### src/rtl/fetch_pkg.sv
// fetch_pkg: shared constants and types for the instruction-fetch queue.
//   RESET_PC_DEFAULT - default PC loaded on reset
//   PC_STEP_DEFAULT  - byte increment per sequential fetch
//   ACCESS_WORD      - access_size encoding for a word read
//   RW_READ          - rw encoding for a read
//   fetch_entry_t    - FIFO entry {pc, inst} for the default 32-bit build
package fetch_pkg;

    localparam logic [31:0] RESET_PC_DEFAULT = 32'h8002_0000;
    localparam int          PC_STEP_DEFAULT  = 4;
    localparam logic [1:0]  ACCESS_WORD      = 2'b00;
    localparam logic        RW_READ          = 1'b1;

    typedef struct packed {
        logic [31:0] pc;
        logic [31:0] inst;
    } fetch_entry_t;

endpackage : fetch_pkg

### src/rtl/fetch_fifo.sv
// fetch_fifo: synchronous DEPTH-entry FIFO holding fetched {pc, inst} entries.
// Ports:
//   clock_i  - clock, all updates on posedge
//   reset_i  - synchronous active-high reset, empties the FIFO
//   push_i   - write entry_i at the tail
//   entry_i  - entry to write
//   pop_i    - drop the head entry
//   flush_i  - empty the FIFO; overrides push and pop in the same cycle
//   head_o   - current head entry (valid when count_o != 0)
//   count_o  - occupancy, 0..DEPTH
module fetch_fifo
    import fetch_pkg::*;
#(
    parameter int  DEPTH   = 4,
    parameter type entry_t = fetch_entry_t
) (
    input  logic                   clock_i,
    input  logic                   reset_i,
    input  logic                   push_i,
    input  entry_t                 entry_i,
    input  logic                   pop_i,
    input  logic                   flush_i,
    output entry_t                 head_o,
    output logic [$clog2(DEPTH):0] count_o
);

    localparam int PTR_W = $clog2(DEPTH);
    localparam int CNT_W = PTR_W + 1;

    entry_t             mem_q [DEPTH];
    logic [PTR_W-1:0]   wr_ptr_q, wr_ptr_d;
    logic [PTR_W-1:0]   rd_ptr_q, rd_ptr_d;
    logic [CNT_W-1:0]   count_q, count_d;
    logic               push_ok;
    logic               pop_ok;

    // Guard against pushing a full FIFO or popping an empty one.
    assign push_ok = push_i && (count_q != CNT_W'(DEPTH)) && !flush_i;
    assign pop_ok  = pop_i && (count_q != '0) && !flush_i;

    always_comb begin
        // NOTE: every output of a combinational block gets a default first, so no path leaves it unassigned and no latch is inferred.
        wr_ptr_d = wr_ptr_q;
        rd_ptr_d = rd_ptr_q;
        count_d  = count_q;
        if (flush_i) begin
            wr_ptr_d = '0;
            rd_ptr_d = '0;
            count_d  = '0;
        end else begin
            // Pointers wrap naturally because DEPTH is a power of two.
            if (push_ok) wr_ptr_d = wr_ptr_q + PTR_W'(1);
            if (pop_ok)  rd_ptr_d = rd_ptr_q + PTR_W'(1);
            case ({push_ok, pop_ok})
                2'b10:   count_d = count_q + CNT_W'(1);
                2'b01:   count_d = count_q - CNT_W'(1);
                default: count_d = count_q;
            endcase
        end
    end

    // NOTE: state registers use non-blocking assignments so every flop samples pre-edge values regardless of block order.
    always_ff @(posedge clock_i) begin
        if (reset_i) begin
            wr_ptr_q <= '0;
            rd_ptr_q <= '0;
            count_q  <= '0;
        end else begin
            wr_ptr_q <= wr_ptr_d;
            rd_ptr_q <= rd_ptr_d;
            count_q  <= count_d;
        end
    end

    // NOTE: storage is deliberately not reset; the pointers and count decide which entries are meaningful.
    always_ff @(posedge clock_i) begin
        if (push_ok) mem_q[wr_ptr_q] <= entry_i;
    end

    assign head_o  = mem_q[rd_ptr_q];
    assign count_o = count_q;

endmodule : fetch_fifo

### src/rtl/fetch_queue.sv
// fetch_queue: instruction-fetch stage. Holds the fetch PC, issues word reads
// over a ready/valid handshake with variable latency, buffers returned
// instructions with their PCs, and flushes on redirect.
// Optional feature macro: FETCH_ALIGN_CHECK_EN adds fetch_fault, which is set
// by a misaligned redirect and blocks issue until an aligned redirect or reset.
// Ports:
//   clock, reset              - clock and synchronous active-high reset
//   stall                     - decode not accepting; head entry held
//   redirect_valid/_pc        - load new PC and flush buffered/in-flight fetches
//   i_mem_enable, i_mem_ready - request handshake; address = current PC
//   rw, access_size           - constant read / word
//   i_mem_rdata_valid/_rdata  - in-order responses
//   inst_valid/inst_out/pc_out- FIFO head
//   fetch_fault               - (optional) misaligned redirect seen
module fetch_queue
    import fetch_pkg::*;
#(
    parameter int                ADDR_W   = 32,
    parameter logic [ADDR_W-1:0] RESET_PC = ADDR_W'(RESET_PC_DEFAULT),
    parameter int                PC_STEP  = PC_STEP_DEFAULT,
    parameter int                DEPTH    = 4,
    parameter int                DATA_W   = 32
) (
    input  logic              clock,
    input  logic              reset,
    input  logic              stall,
    input  logic              redirect_valid,
    input  logic [ADDR_W-1:0] redirect_pc,
    output logic              i_mem_enable,
    input  logic              i_mem_ready,
    output logic [ADDR_W-1:0] address,
    output logic              rw,
    output logic [1:0]        access_size,
    input  logic              i_mem_rdata_valid,
    input  logic [DATA_W-1:0] i_mem_rdata,
    output logic              inst_valid,
    output logic [DATA_W-1:0] inst_out,
    output logic [ADDR_W-1:0] pc_out
`ifdef FETCH_ALIGN_CHECK_EN
    ,
    output logic              fetch_fault
`endif
);

    localparam int CNT_W = $clog2(DEPTH) + 1;

    typedef struct packed {
        logic [ADDR_W-1:0] pc;
        logic [DATA_W-1:0] inst;
    } entry_t;

    logic [ADDR_W-1:0] pc_q, pc_d;
    logic [ADDR_W-1:0] resp_pc_q, resp_pc_d;
    logic [CNT_W-1:0]  live_q, live_d;
    logic [CNT_W-1:0]  squash_q, squash_d;
    logic [CNT_W-1:0]  occupancy;
    logic [CNT_W:0]    outstanding;
    logic              credit_ok;
    logic              fault_block;
    logic              accept;
    logic              resp_keep;
    logic              pop;
    entry_t            push_entry;
    entry_t            head;

    // Every FIFO slot is reserved at issue time: buffered entries, live
    // requests and requests that will be dropped all count against DEPTH,
    // so a response can always be pushed. Extra bit avoids wrap in the sum.
    assign outstanding = {1'b0, occupancy} + {1'b0, live_q} + {1'b0, squash_q};
    assign credit_ok   = outstanding < (CNT_W+1)'(DEPTH);

    assign i_mem_enable = !reset && !redirect_valid && credit_ok && !fault_block;
    assign accept       = i_mem_enable && i_mem_ready;

    // A response belongs to the current stream only when nothing is left to
    // squash; anything arriving in a redirect cycle is stale.
    assign resp_keep = i_mem_rdata_valid && (squash_q == '0) && !redirect_valid;
    assign pop       = inst_valid && !stall;

    assign push_entry.pc   = resp_pc_q;
    assign push_entry.inst = i_mem_rdata;

    always_comb begin
        pc_d      = pc_q;
        resp_pc_d = resp_pc_q;
        live_d    = live_q;
        squash_d  = squash_q;
        if (redirect_valid) begin
            pc_d      = redirect_pc;
            resp_pc_d = redirect_pc;
            live_d    = '0;
            // Everything still outstanding becomes stale; a response landing
            // this cycle retires one of them immediately.
            squash_d  = squash_q + live_q - CNT_W'(i_mem_rdata_valid);
        end else begin
            if (accept) pc_d = pc_q + ADDR_W'(PC_STEP);
            if (i_mem_rdata_valid && (squash_q != '0)) squash_d = squash_q - CNT_W'(1);
            if (resp_keep) resp_pc_d = resp_pc_q + ADDR_W'(PC_STEP);
            live_d = live_q + CNT_W'(accept) - CNT_W'(resp_keep);
        end
    end

    always_ff @(posedge clock) begin
        if (reset) begin
            pc_q      <= RESET_PC;
            resp_pc_q <= RESET_PC;
            live_q    <= '0;
            squash_q  <= '0;
        end else begin
            pc_q      <= pc_d;
            resp_pc_q <= resp_pc_d;
            live_q    <= live_d;
            squash_q  <= squash_d;
        end
    end

`ifdef FETCH_ALIGN_CHECK_EN
    logic fault_q, fault_d;

    // Each redirect re-evaluates alignment: misaligned sets, aligned clears.
    always_comb begin
        fault_d = fault_q;
        if (redirect_valid) fault_d = (redirect_pc[1:0] != 2'b00);
    end

    always_ff @(posedge clock) begin
        if (reset) fault_q <= 1'b0;
        else       fault_q <= fault_d;
    end

    assign fetch_fault = fault_q;
    assign fault_block = fault_q;
`else
    assign fault_block = 1'b0;
`endif

    fetch_fifo #(
        .DEPTH   (DEPTH),
        .entry_t (entry_t)
    ) u_fifo (
        .clock_i (clock),
        .reset_i (reset),
        .push_i  (resp_keep),
        .entry_i (push_entry),
        .pop_i   (pop),
        .flush_i (redirect_valid),
        .head_o  (head),
        .count_o (occupancy)
    );

    assign address     = pc_q;
    assign rw          = RW_READ;
    assign access_size = ACCESS_WORD;
    assign inst_valid  = (occupancy != '0);
    assign inst_out    = head.inst;
    assign pc_out      = head.pc;

endmodule : fetch_queue

### config.mk
export PLATFORM = sky130hd
export DESIGN_NAME = fetch_queue
export DESIGN_NICKNAME = d
export VERILOG_FILES = /design/src/rtl/fetch_pkg.sv /design/src/rtl/fetch_fifo.sv /design/src/rtl/fetch_queue.sv
export SDC_FILE = /design/constraint.sdc
export NUM_CORES = 1
export LEC_CHECK = 0
export CORE_UTILIZATION = 40
export CTS_CLUSTER_SIZE = 12
export DETAILED_ROUTE_END_ITERATION = 6
export SLEW_MARGIN = 0
export SYNTH_ARGS = -nofsm -noshare
export SYNTH_HDL_FRONTEND = slang
export SYNTH_SLANG_ARGS = --single-unit
### constraint.sdc
create_clock -name clock -period 10.25 [get_ports clock]
set_input_delay 2.05 -clock clock [delete_from_list [all_inputs] [get_ports clock]]
set_output_delay 2.05 -clock clock [all_outputs]
set_load 0.01 [all_outputs]
-- Word-level counts from Yosys, hierarchy flattened
Memories as Yosys holds them, arrays and structs flattened. A register that Yosys moved wholly into a read port is not among the register bits.
Cells that the tools add are included.
- register bits: 77
- bits in writable memories: 256
- word-level logic and storage cells: 58
- memories: 1
- add/sub/neg operators: 13
- magnitude comparators: 1
- equal/unequal tests: 3
- mux-type cells: 11
- reduce and logical (&&, ||, !) cells: 22
- memories (name ; words ; width ; read ports ; clocked after memory_dff ; wr ports ; line ; text):
    u_fifo.mem_q ; 4 ; 64 ; 1 ; 1 ; 1 ; fetch_fifo.sv:30 ; entry_t mem_q [DEPTH];
- operators with widths (cell ; count):
    2-to-1 mux 32 bit ; 4
    adder 32 x 3 -> 32 bit (second input constant) ; 2
    logical AND 1 bit ; 11
    nonzero test 2 bit ; 4
    2-to-1 mux 3 bit ; 2
    case mux 3 bit (2 select lines) ; 1
    nonzero test 3 bit ; 2
    subtractor 3 x 1 -> 3 bit ; 2
    subtractor 3 x 1 -> 3 bit (second input constant) ; 2
    adder 2 x 1 -> 2 bit (second input constant) ; 2
    adder 3 x 3 -> 4 bit ; 1
    adder 4 x 3 -> 4 bit ; 1
    less-than comparator 4 x 3 -> 1 bit (second input constant) ; 1
    2-to-1 mux 2 bit ; 2
    adder 3 x 1 -> 3 bit ; 1
    adder 3 x 1 -> 3 bit (second input constant) ; 1
    adder 3 bit ; 1
    zero test 1 bit ; 3
    zero test 3 bit ; 1
    inequality test 3 bit (second input constant) ; 1
    equality test 2 x 1 -> 1 bit (second input constant) ; 1
    equality test 2 bit (second input constant) ; 1
    2-to-1 mux 1 bit ; 2
    OR reduction 2 bit ; 1

-- Logic depth before layout (Yosys ltp)
Gate-level depths: netlist (run 1).
- word-level depth: 7
- gate-level depth with buffers: 14

-- Hierarchy
Synthesis (run 1) repeated with hierarchy kept, for this count alone.
- cells, all modules: 898
- area, all modules: 13889.6 sq um
- by module, submodules not included (module ; times used ; cells an instance ; area each (sq um)):
    fetch_fifo ; 1 ; 388 ; 9741.8
    fetch_queue ; 1 ; 510 ; 4147.7

-- Least setup slack after synthesis (run 1)
Ideal clock, no wire load.
- kind: input to output
- start: input redirect_valid
- end: output i_mem_enable
- arrival time: 2.760 ns
- path slack: 5.440 ns
- stages on the path: 3
- path buffers: 1
- cell sequence: clkbuf_1 -> nor2_1 -> and3_1
- longest elaborated chain between the ends: 3
- RTL lines (element ; line ; text):
    from (decl) ; fetch_queue.sv:27 ; input logic redirect_valid,
    zero test 1 bit ; fetch_queue.sv:72 ; assign i_mem_enable = !reset && !redirect_valid && credit_ok && !fault_block;
    logical AND 1 bit (2 in a row) ; fetch_queue.sv:72 ;
    to (decl) ; fetch_queue.sv:29 ; output logic i_mem_enable,
No other way between the ends.

-- Worst setup path in the final report (run 1)
- start: input reset
- end: output i_mem_enable
- longest elaborated chain between the ends: 3
- RTL lines (element ; line ; text):
    from (decl) ; fetch_queue.sv:25 ; input logic reset,
    zero test 1 bit ; fetch_queue.sv:72 ;
    logical AND 1 bit (2 in a row) ; fetch_queue.sv:72 ;
No other way between the ends.

==> flow_summary.rst, run 1 <==
.. list-table::
   :header-rows: 1

   * - Metric
     - Value
   * - Outcome
     - finished clean
   * - Number of cell rows
     - 67
   * - Number of antenna violations at the first check in global routing
     - 0
   * - DRT Wirelength
     - 30100 um
   * - Unique masters post-synth
     - 55
   * - Area of all sequential standard cells
     - 9270 sq um
   * - Critical path capture point type
     - output pin
   * - Startpoint of the tightest hold check path
     - address[1]
   * - Clock latency on the worst-skew pair
     - 0.51 ns
   * - Router iterations before antenna repair
     - 5
   * - Number of placed cells counting well taps
     - 1443
   * - Final critical delay including setup and external delays
     - 5.97 ns
   * - Ys flop type
     - edfxtp_1
   * - Wire length of the first global-routing pass
     - 47400 um
   * - Cell at the root of the clock tree
     - clkbuf_16
   * - Yosys Warn Count
     - 0
   * - Final Max Tran Viols
     - 0
   * - Total power of the final layout
     - 3.07 mW
   * - Number of hold violations in the final report
     - 0
   * - Setup violators final
     - 0
   * - CP max FO
     - 35
   * - Floorplan die width
     - 187 um
   * - Power density cells
     - 181 nW/um^2
   * - Share of Yosys cell area claimed by the top area cell type
     - 56.2%
   * - Clock sink total
     - 335
   * - CP Buf/Inv Count
     - 3
   * - Depth of the CTS H-tree
     - 2
   * - Required time reported for the critical path endpoint
     - 8.20 ns
   * - Hold buffers post-CTS
     - 0
   * - Netlist area before placement
     - 13700 sq um
   * - Count of non-filler cells in the finished layout
     - 1507
   * - Arr. time, crit path
     - 3.92 ns
   * - Filler cell count
     - 2876
   * - Fraction of the core area covered by cells at the end of the flow
     - 50.3%
   * - Layout net count
     - 1125
   * - Count of nets left with antenna violations after detail routing
     - 0
   * - Hold Slack
     - 0.466 ns
   * - Dominant cell type by count on the critical path
     - clkdlybuf4s50_1
   * - Leakage Power
     - 5.42 nW
   * - Highest attainable clock frequency
     - 167 MHz
   * - Post-synthesis compound-gate area fraction
     - 5.32%
   * - Synth Area in Adders
     - 2.34%
   * - Slew @ Worst Pin
     - 0.984 ns
   * - Total gr overflow
     - 0
   * - Worst slew margin relative to its limit
     - 34.4%
   * - Kind of cell with the highest combined delay on the critical path
     - buffers and inverters
   * - Count of buffers from port buffering
     - 167
   * - Hold/Removal Path Class
     - reg -> reg
   * - Post-detailed-placement half-perimeter wirelength
     - 19000 um
   * - Main combinational cell family by area after synthesis
     - multiplexers
   * - Final weighted congestion in routability-driven placement
     - 0.853
   * - Antenna Cells
     - 0
   * - DRC violation count after routing
     - 0
   * - Setup CP Type
     - in -> out
   * - Synthesized instance count
     - 858
   * - Synthesized-area fraction occupied by and/or/nand/nor cells
     - 8.02%
   * - Part of the Yosys area used for sequential elements
     - 67.8%
   * - Overall die height
     - 187 um
   * - Clock buffers created by TritonCTS
     - 36
   * - Placeable Area
     - 33600 sq um
   * - Startpoint of the worst register-to-register path
     - live_q[1]
   * - Setup TNS
     - 0 ns
   * - Global-route total usage across every layer
     - 17.5%
   * - Setup repair after global routing missed its margin
     - false
   * - Synthesized area divided by synthesized cell count
     - 15.9 sq um
   * - Final period util
     - 58.3%
   * - Synthesis-to-finish area growth
     - 23.6%
   * - Vias in the first global route
     - 8153
   * - Post_cts resized
     - 0
   * - Most frequent cells in the layout
     - edfxtp_1, clkdlybuf4s50_1, dfxtp_1, mux4_2, nand2_1
   * - Area contributors post-synth
     - edfxtp_1, dfxtp_1, mux4_2
   * - Multi-input gate area
     - 4150 sq um
   * - TritonCTS clock tree
     - built
   * - Vias after detailed routing
     - 7918
   * - Type of origin of the critical path
     - primary input
   * - Xor and xnor fraction of the mapped netlist area
     - 3.71%
   * - Largest net degree at the start of global routing
     - 84
   * - Number of buffers on the longest clock path
     - 3
   * - Boundary pin count
     - 171
   * - Max stage delay cell, worst path
     - clkdlybuf4s50_1
   * - Effective utilization at floorplan
     - 40.7%
   * - Peak supply drop
     - 0.0000924 V
   * - WL/cell
     - 20.0 um
   * - Cell type with the largest total area after synthesis
     - edfxtp_1
   * - CTS clk-pin slew, worst paths
     - 0.06 ns
   * - Maximum cell stage delay along the critical path
     - 0.54 ns
   * - Skew final
     - 0.0165 ns
   * - Fraction of synthesis flops using an asynchronous set or reset pin
     - 0%
   * - Count of flip-flops with a built-in enable after synthesis
     - 256
   * - Number of buffers added for setup after CTS
     - 0
   * - Leading cell type in the layout, fill and taps excluded
     - edfxtp_1
   * - Synth Register Bits
     - 335
   * - Layout cell share with drive strength beyond 1
     - 13.1%
   * - Count of max-cap constraint violations
     - 0
   * - Overall die area
     - 34900 sq um
   * - Via density
     - 5.25
   * - Detailed Route Iter0 Violations
     - 465
   * - First element of the critical path
     - reset
   * - Critical path cell sequence
     - clkdlybuf4s50_1 -> buf_4 -> nor2_1 -> and3_1 -> clkdlybuf4s50_1
   * - Share of cell area taken by muxes after synthesis
     - 10.8%
## synth_stat cells, types with 13 or more instances
| library cell | instances |
|---|---|
| ha_1 | 16 |
| nand4_1 | 31 |
| clkbuf_1 | 23 |
| inv_1 | 23 |
| o21ai_0 | 17 |
| mux4_2 | 64 |
| nand2_1 | 43 |
| xor2_1 | 35 |
| nor2_1 | 34 |
| edfxtp_1 | 256 |
| a21boi_0 | 15 |
| nor3_1 | 13 |
| xnor2_1 | 23 |
| dfxtp_1 | 79 |
| nand3_1 | 23 |
| a21oi_1 | 31 |
## path summary, 6_finish.rpt
path | slack [ns] | depth (start not counted) | to
setup / recovery | 4.28 | 5 | i_mem_enable
hold / removal | 0.47 | 2 | address[1]
setup reg to reg | 5.98 | 14 | live_q[2]
hold reg to reg | 0.47 | 2 | address[1]
## power breakdown
part / switching [mW] / total (mW) / internal [mW]
combinational: 0.153 / 0.305 / 0.152
clock: 0.496 / 1.20 / 0.700
sequential: 0.0454 / 1.56 / 1.52
## stage by stage
stage                     area (sq um)  setup slack (ns)
after CTS                        16900              4.25
after floorplan                  13700              5.44
final                            16900              4.28
after global placement           15800              4.25
after global routing             16900              4.11
after detailed placement         15800              4.27
## worst min-delay path, stage by stage, from the launching register on
cell and delay (ns):
dfxtp_1 0.31, nand2_1 0.05, a21oi_1 0.06
## sequential cells by signal, summed over array words and instances, names as in the netlist, named ones only
register         flops
u_fifo.wr_ptr_q      2
u_fifo.rd_ptr_q      2
address             32
squash_q             3
u_fifo.mem_q       256
u_fifo.count_o       3
resp_pc_q           32
live_q               3
## kinds of logic after synthesis
group	after synthesis
compound gates	113
xor+xnor	58
flops	335
fa+ha+maj	22
other cells	2
mux	68
buf+inv	64
simple gates	196
## area by class of cell
type / instances / area share, %
flip-flops and latches: 335 / 54.9
multi-input cells: 460 / 24.6
repair buffers: 177 / 10.3
clock buffers: 54 / 5.92
well taps: 448 / 3.32
inverters: 23 / 0.511
clock inverters: 10 / 0.474
## per-layer routing
layer | vias to the layer above | GRT usage, % | part of all wire [%]
met4 | 0 | 4.57 | 1.8
met2 | 254 | 27.5 | 46
met5 | - | 0 | 0
met3 | 42 | 3.60 | 5.4
met1 | 3930 | 24.9 | 47
li1 | 3692 | - | -
(Power assumes the default switching activity.)
==> inputs of run 2 (changes only) <==
Clock period 10.25 ns to 5.1 ns, I/O delays scaled along.
==> flow_summary.rst, run 2 (same netlist as run 1, synthesis figures left out) <==
.. list-table::
   :header-rows: 1

   * - Metric
     - Value
   * - Outcome
     - finished clean (unchanged)
   * - Met2 Wirelength
     - 14300 um (was 13900 um)
   * - Number of buffers on the longest clock path
     - 3 (unchanged)
   * - WL/cell
     - 20.5 um (was 20.0 um)
   * - Post-detailed-placement half-perimeter wirelength
     - 20200 um (was 19000 um)
   * - Post_cts resized
     - 0 (unchanged)
   * - Floorplan die width
     - 187 um (unchanged)
   * - Vias after detailed routing
     - 8012 (was 7918)
   * - Power density cells
     - 367 nW/um^2 (was 181 nW/um^2)
   * - Setup slack after placement
     - 1.07 ns (was 4.27 ns)
   * - Antenna Cells
     - 0 (unchanged)
   * - Arr. time, crit path
     - 3.30 ns (was 3.92 ns)
   * - Skew final
     - 0.0119 ns (was 0.0165 ns)
   * - Cell at the root of the clock tree
     - clkbuf_16 (unchanged)
   * - Length of routed met3 wiring
     - 1620 um (was 1630 um)
   * - Layout net count
     - 1133 (was 1125)
   * - Leading cell type in the layout, fill and taps excluded
     - edfxtp_1 (unchanged)
   * - Highest layer used for signal routing
     - met4 (unchanged)
   * - Number of cell rows
     - 67 (unchanged)
   * - Clock sink total
     - 335 (unchanged)
   * - Number of hold violations in the final report
     - 0 (unchanged)
   * - Setup WS post-layout
     - 0.780 ns (was 4.28 ns)
   * - Critical path capture point type
     - output pin (unchanged)
   * - Setup violators final
     - 0 (unchanged)
   * - Boundary pin count
     - 171 (unchanged)
   * - Hold/Removal Path Class
     - reg -> reg (unchanged)
   * - Hold buffers post-CTS
     - 0 (unchanged)
   * - Synthesis-to-finish area growth
     - 24.9% (was 23.6%)
   * - Depth of the CTS H-tree
     - 2 (unchanged)
   * - Final Max Tran Viols
     - 0 (unchanged)
   * - Highest attainable clock frequency
     - 232 MHz
   * - Largest net degree at the start of global routing
     - 65 (was 84)
   * - Slew @ Worst Pin
     - 0.900 ns (was 0.984 ns)
   * - Total power of the final layout
     - 6.27 mW (was 3.07 mW)
   * - Layout cell share with drive strength beyond 1
     - 14.0% (was 13.1%)
   * - TritonCTS clock tree
     - built (unchanged)
   * - Number of placed cells counting well taps
     - 1450 (was 1443)
   * - CP max FO
     - 5 (was 35)
   * - Detailed Route Iter0 Violations
     - 508 (was 465)
   * - Router iterations before antenna repair
     - 4 (was 5)
   * - Final weighted congestion in routability-driven placement
     - 0.838 (was 0.853)
   * - Filler cell count
     - 2813 (was 2876)
   * - Met1 wire length
     - 14600 um (was 14000 um)
   * - Count of buffers from port buffering
     - 167 (unchanged)
   * - Total gr overflow
     - 0 (unchanged)
   * - Count of max-cap constraint violations
     - 0 (unchanged)
   * - Number of antenna violations at the first check in global routing
     - 0 (unchanged)
   * - CTS clk-pin slew, worst paths
     - 0.06 ns (about the same)
   * - Worst slew margin relative to its limit
     - 40.0% (was 34.4%)
   * - Hold Slack
     - 0.468 ns (was 0.466 ns)
   * - Fraction of the core area covered by cells at the end of the flow
     - 50.8% (was 50.3%)
   * - Placeable Area
     - 33600 sq um (unchanged)
   * - DRC violation count after routing
     - 0 (unchanged)
   * - Post-placement cell area
     - 16000 sq um (was 15800 sq um)
   * - Final critical delay including setup and external delays
     - 4.32 ns
   * - Effective utilization at floorplan
     - 40.7% (unchanged)
   * - Max reg flops
     - 256 (unchanged)
   * - Setup CP Type
     - reg -> out (was in -> out)
   * - Vias in the first global route
     - 8097 (was 8153)
   * - Final period util
     - 84.7%
   * - Type of origin of the critical path
     - flip-flop (was primary input)
   * - Global-route total usage across every layer
     - 17.8% (was 17.5%)
   * - Clock latency on the worst-skew pair
     - 0.51 ns (about the same)
   * - Required time reported for the critical path endpoint
     - 4.08 ns (was 8.20 ns)
   * - Leakage Power
     - 5.50 nW (was 5.42 nW)
   * - Setup TNS
     - 0 ns (unchanged)
   * - Wire length of the first global-routing pass
     - 48000 um (was 47400 um)
   * - Count of non-filler cells in the finished layout
     - 1513 (was 1507)
   * - Via density
     - 5.30 (was 5.25)
   * - Overall die height
     - 187 um (unchanged)
   * - Clock buffers created by TritonCTS
     - 37 (was 36)
   * - DRT Wirelength
     - 31000 um (was 30100 um)
   * - Number of buffers added for setup after CTS
     - 0 (unchanged)
   * - Multi-input gate area
     - 4150 sq um (unchanged)
   * - Overall die area
     - 34900 sq um (unchanged)
   * - Setup repair after global routing missed its margin
     - false (unchanged)
   * - Most frequent cells in the layout
     - edfxtp_1, clkdlybuf4s50_1, dfxtp_1, mux4_2, nand2_1 (unchanged)
   * - Top reg by flops
     - u_fifo.mem_q (unchanged)
   * - Count of nets left with antenna violations after detail routing
     - 0 (unchanged)
   * - Peak supply drop
     - 0.000188 V (was 0.0000924 V)
   * - Area of all sequential standard cells
     - 9270 sq um (unchanged)
   * - Final design area excluding fillers
     - 17100 sq um (was 16900 sq um)
## run 2: layout make-up
type | instances | area share (%)
Sequential cell | 335 | 54.3
Multi-Input combinational cell | 460 | 24.3
Timing Repair Buffer | 184 | 11.0
Clock buffer | 47 | 5.64
Tap cell | 448 | 3.28
Clock inverter | 16 | 0.923
Inverter | 23 | 0.505
## run 2: final timing paths
check / start / end / slack [ns] / cells past startpoint
min: address[1] / address[1] / 0.47 / 2
min reg2reg: address[1] / address[1] / 0.47 / 2
max: live_q[1] / i_mem_enable / 0.78 / 7
max reg2reg: live_q[1] / live_q[2] / 1.14 / 15
## run 2: worst max-delay path: stages (launching register included)
cell	delay (ns)
dfxtp_1	0.34
inv_1	0.10
fa_1	0.49
or2_2	0.31
fa_1	0.41
xor2_1	0.36
and3_1	0.24
clkdlybuf4s50_1	0.55
## run 2: routing by layer
layer  vias to the layer above  track usage [%]
li1                       3699                -
met1                      4004             25.9
met2                       273             27.7
met3                        36             3.23
met4                         0             4.29
met5                         -                0
## run 2: power breakdown
group | internal [mW] | total (mW) | switching (mW)
sequential | 3.05 | 3.15 | 0.0943
clock | 1.48 | 2.50 | 1.01
combinational | 0.315 | 0.627 | 0.313
==> inputs of run 3 (changes only) <==
Clock period 5.1 ns to 4.45 ns, I/O delays scaled along.
==> flow_summary.rst, run 3 (same netlist as run 1, synthesis figures left out) <==
.. list-table::
   :header-rows: 1

   * - Metric
     - Value
   * - Final critical delay including setup and external delays
     - 4.14 ns
   * - TritonCTS clock tree
     - built (unchanged)
   * - Clock sink total
     - 335 (unchanged)
   * - Setup repair after global routing missed its margin
     - false (unchanged)
   * - Count of buffers from port buffering
     - 167 (unchanged)
   * - Power share of the clock group
     - 40.9% (was 39.8%)
   * - Share of total power consumed by net switching
     - 22.6% (about the same)
   * - Worst slew margin relative to its limit
     - 49.9% (was 40.0%)
   * - Hold buffers post-CTS
     - 0 (unchanged)
   * - Hold/Removal Path Class
     - reg -> reg (unchanged)
   * - Global-route total usage across every layer
     - 17.7% (was 17.8%)
   * - Depth of the CTS H-tree
     - 2 (unchanged)
   * - Largest net degree at the start of global routing
     - 44 (was 65)
   * - Post_cts resized
     - 0 (unchanged)
   * - Comb pwr share
     - 9.9% (was 10.0%)
   * - Post-detailed-placement half-perimeter wirelength
     - 20400 um (was 20200 um)
   * - Critical path capture point type
     - output pin (unchanged)
   * - Maximum cell stage delay along the critical path
     - 0.54 ns (was 0.55 ns)
   * - Effective utilization at floorplan
     - 40.7% (unchanged)
   * - Via density
     - 5.23 (was 5.30)
   * - Overall die area
     - 34900 sq um (unchanged)
   * - Arr. time, crit path
     - 3.25 ns (was 3.30 ns)
   * - Fraction of the core area covered by cells at the end of the flow
     - 51.3% (was 50.8%)
   * - Dominant cell type by count on the critical path
     - fa_1 (unchanged)
   * - Setup TNS
     - 0 ns (unchanged)
   * - Setup WS post-layout
     - 0.309 ns (was 0.780 ns)
   * - Number of antenna violations at the first check in global routing
     - 0 (unchanged)
   * - Count of max-cap constraint violations
     - 0 (unchanged)
   * - Antenna Cells
     - 0 (unchanged)
   * - Cell at the root of the clock tree
     - clkbuf_16 (unchanged)
   * - Outcome
     - finished clean (unchanged)
   * - Count of non-filler cells in the finished layout
     - 1522 (was 1513)
   * - Placeable Area
     - 33600 sq um (unchanged)
   * - Sequential cell fraction of total power
     - 49.2% (was 50.2%)
   * - Final period util
     - 93.1%
   * - DRT Wirelength
     - 30700 um (was 31000 um)
   * - Area of all sequential standard cells
     - 9270 sq um (unchanged)
   * - Number of placed cells counting well taps
     - 1455 (was 1450)
   * - Router iterations before antenna repair
     - 4 (unchanged)
   * - Boundary pin count
     - 171 (unchanged)
   * - Number of hold violations in the final report
     - 0 (unchanged)
   * - Layout cell share with drive strength beyond 1
     - 14.6% (was 14.0%)
   * - Synthesis-to-finish area growth
     - 26.0% (was 24.9%)
   * - Max stage delay cell, worst path
     - clkdlybuf4s50_1 (unchanged)
   * - Number of buffers added for setup after CTS
     - 0 (unchanged)
   * - CP Buf/Inv Count
     - 2 (unchanged)
   * - Type of origin of the critical path
     - flip-flop (unchanged)
   * - Setup slack after placement
     - 0.794 ns (was 1.07 ns)
   * - Clock latency on the worst-skew pair
     - 0.52 ns (was 0.51 ns)
   * - Detailed Route Iter0 Violations
     - 567 (was 508)
   * - Total gr overflow
     - 0 (unchanged)
   * - Critical path cell sequence
     - inv_1 -> fa_1 -> or2_2 -> fa_1 -> xor2_1 -> and3_1 -> clkdlybuf4s50_1 (unchanged)
   * - Peak supply drop
     - 0.000227 V (was 0.000188 V)
   * - Final Max Tran Viols
     - 0 (unchanged)
   * - Vias after detailed routing
     - 7960 (was 8012)
   * - Floorplan die width
     - 187 um (unchanged)
   * - Switching component of the power
     - 1.65 mW (was 1.42 mW)
   * - Internal power summed over all cells
     - 5.68 mW (was 4.85 mW)
   * - Power density cells
     - 425 nW/um^2 (was 367 nW/um^2)
   * - Setup CP Type
     - reg -> out (unchanged)
   * - Final weighted congestion in routability-driven placement
     - 0.851 (was 0.838)
   * - Layout net count
     - 1138 (was 1133)
   * - Leading cell type in the layout, fill and taps excluded
     - edfxtp_1 (unchanged)
   * - Skew final
     - 0.0169 ns (was 0.0119 ns)
   * - Multi-input gate area
     - 4150 sq um (unchanged)
   * - Wire length of the first global-routing pass
     - 47700 um (was 48000 um)
   * - Leakage Power
     - 5.57 nW (was 5.50 nW)
   * - Kind of cell with the highest combined delay on the critical path
     - adder cells (unchanged)
   * - Filler cell count
     - 2791 (was 2813)
   * - Overall die height
     - 187 um (unchanged)
   * - Number of buffers on the longest clock path
     - 3 (unchanged)
   * - DRC violation count after routing
     - 0 (unchanged)
   * - Vias in the first global route
     - 7977 (was 8097)
   * - Count of nets left with antenna violations after detail routing
     - 0 (unchanged)
   * - Clock buffers created by TritonCTS
     - 37 (unchanged)
   * - CP max FO
     - 5 (unchanged)
   * - Max reg flops
     - 256 (unchanged)
   * - Number of cell rows
     - 67 (unchanged)
   * - WL/cell
     - 20.2 um (was 20.5 um)
   * - CTS clk-pin slew, worst paths
     - 0.06 ns (about the same)
   * - Top reg by flops
     - u_fifo.mem_q (unchanged)
   * - Highest attainable clock frequency
     - 241 MHz
   * - Required time reported for the critical path endpoint
     - 3.56 ns (was 4.08 ns)
   * - Slew @ Worst Pin
     - 0.751 ns (was 0.900 ns)
   * - Setup violators final
     - 0 (unchanged)
   * - Total power of the final layout
     - 7.33 mW (was 6.27 mW)
   * - Most frequent cells in the layout
     - edfxtp_1, clkdlybuf4s50_1, dfxtp_1, mux4_2, nand2_1 (unchanged)
[run 3: area by class of cell]
class | count | share of cell area (%)
Tap cell | 448 | 3.25
Timing Repair Buffer | 189 | 11.3
Clock buffer | 55 | 6.06
Sequential cell | 335 | 53.8
Inverter | 23 | 0.501
Multi-Input combinational cell | 460 | 24.1
Clock inverter | 12 | 0.937
[run 3: tightest hold or removal path: cells and delay by family (launching register included)]
kind             cells  cell delay, ns
flip-flops           1            0.31
AO/OA/AOI/OAI        1            0.05
AND/OR/NAND/NOR      1            0.05
[run 3: power groups by stage]
stage	clock network, mW	registers, mW	logic (mW)
after floorplan	0	3.64	0.371
after global placement	0	3.66	0.729
after detailed placement	0	3.67	0.734
after CTS	3.08	3.60	0.740
after global routing	3.18	3.62	0.795
final	3.00	3.60	0.729
[run 3: layer usage]
layer	routed length, um	global-route usage [%]
met1	14500	26.6
met2	13800	26.5
met3	2010	3.53
met4	433	4.35
met5	0	0
[run 3: worst paths after layout]
| check | end | cells past startpoint | start | slack, ns |
|---|---|---|---|---|
| worst min register to register | address[1] | 2 | address[1] | 0.46 |
| worst min-delay path | address[1] | 2 | address[1] | 0.46 |
| worst max register to register | live_q[2] | 14 | live_q[1] | 0.75 |
| worst max-delay path | i_mem_enable | 7 | live_q[1] | 0.31 |
[run 3: metrics by stage]
| step | hold slack, ns | instance area, sq um |
|---|---|---|
| finish | 0.459 | 17200 |
| global route | 0.492 | 17200 |
| floorplan | 0.460 | 13700 |
| detailed placement | 0.452 | 16000 |
| global placement | 0.446 | 16000 |
| CTS | 0.460 | 17200 |
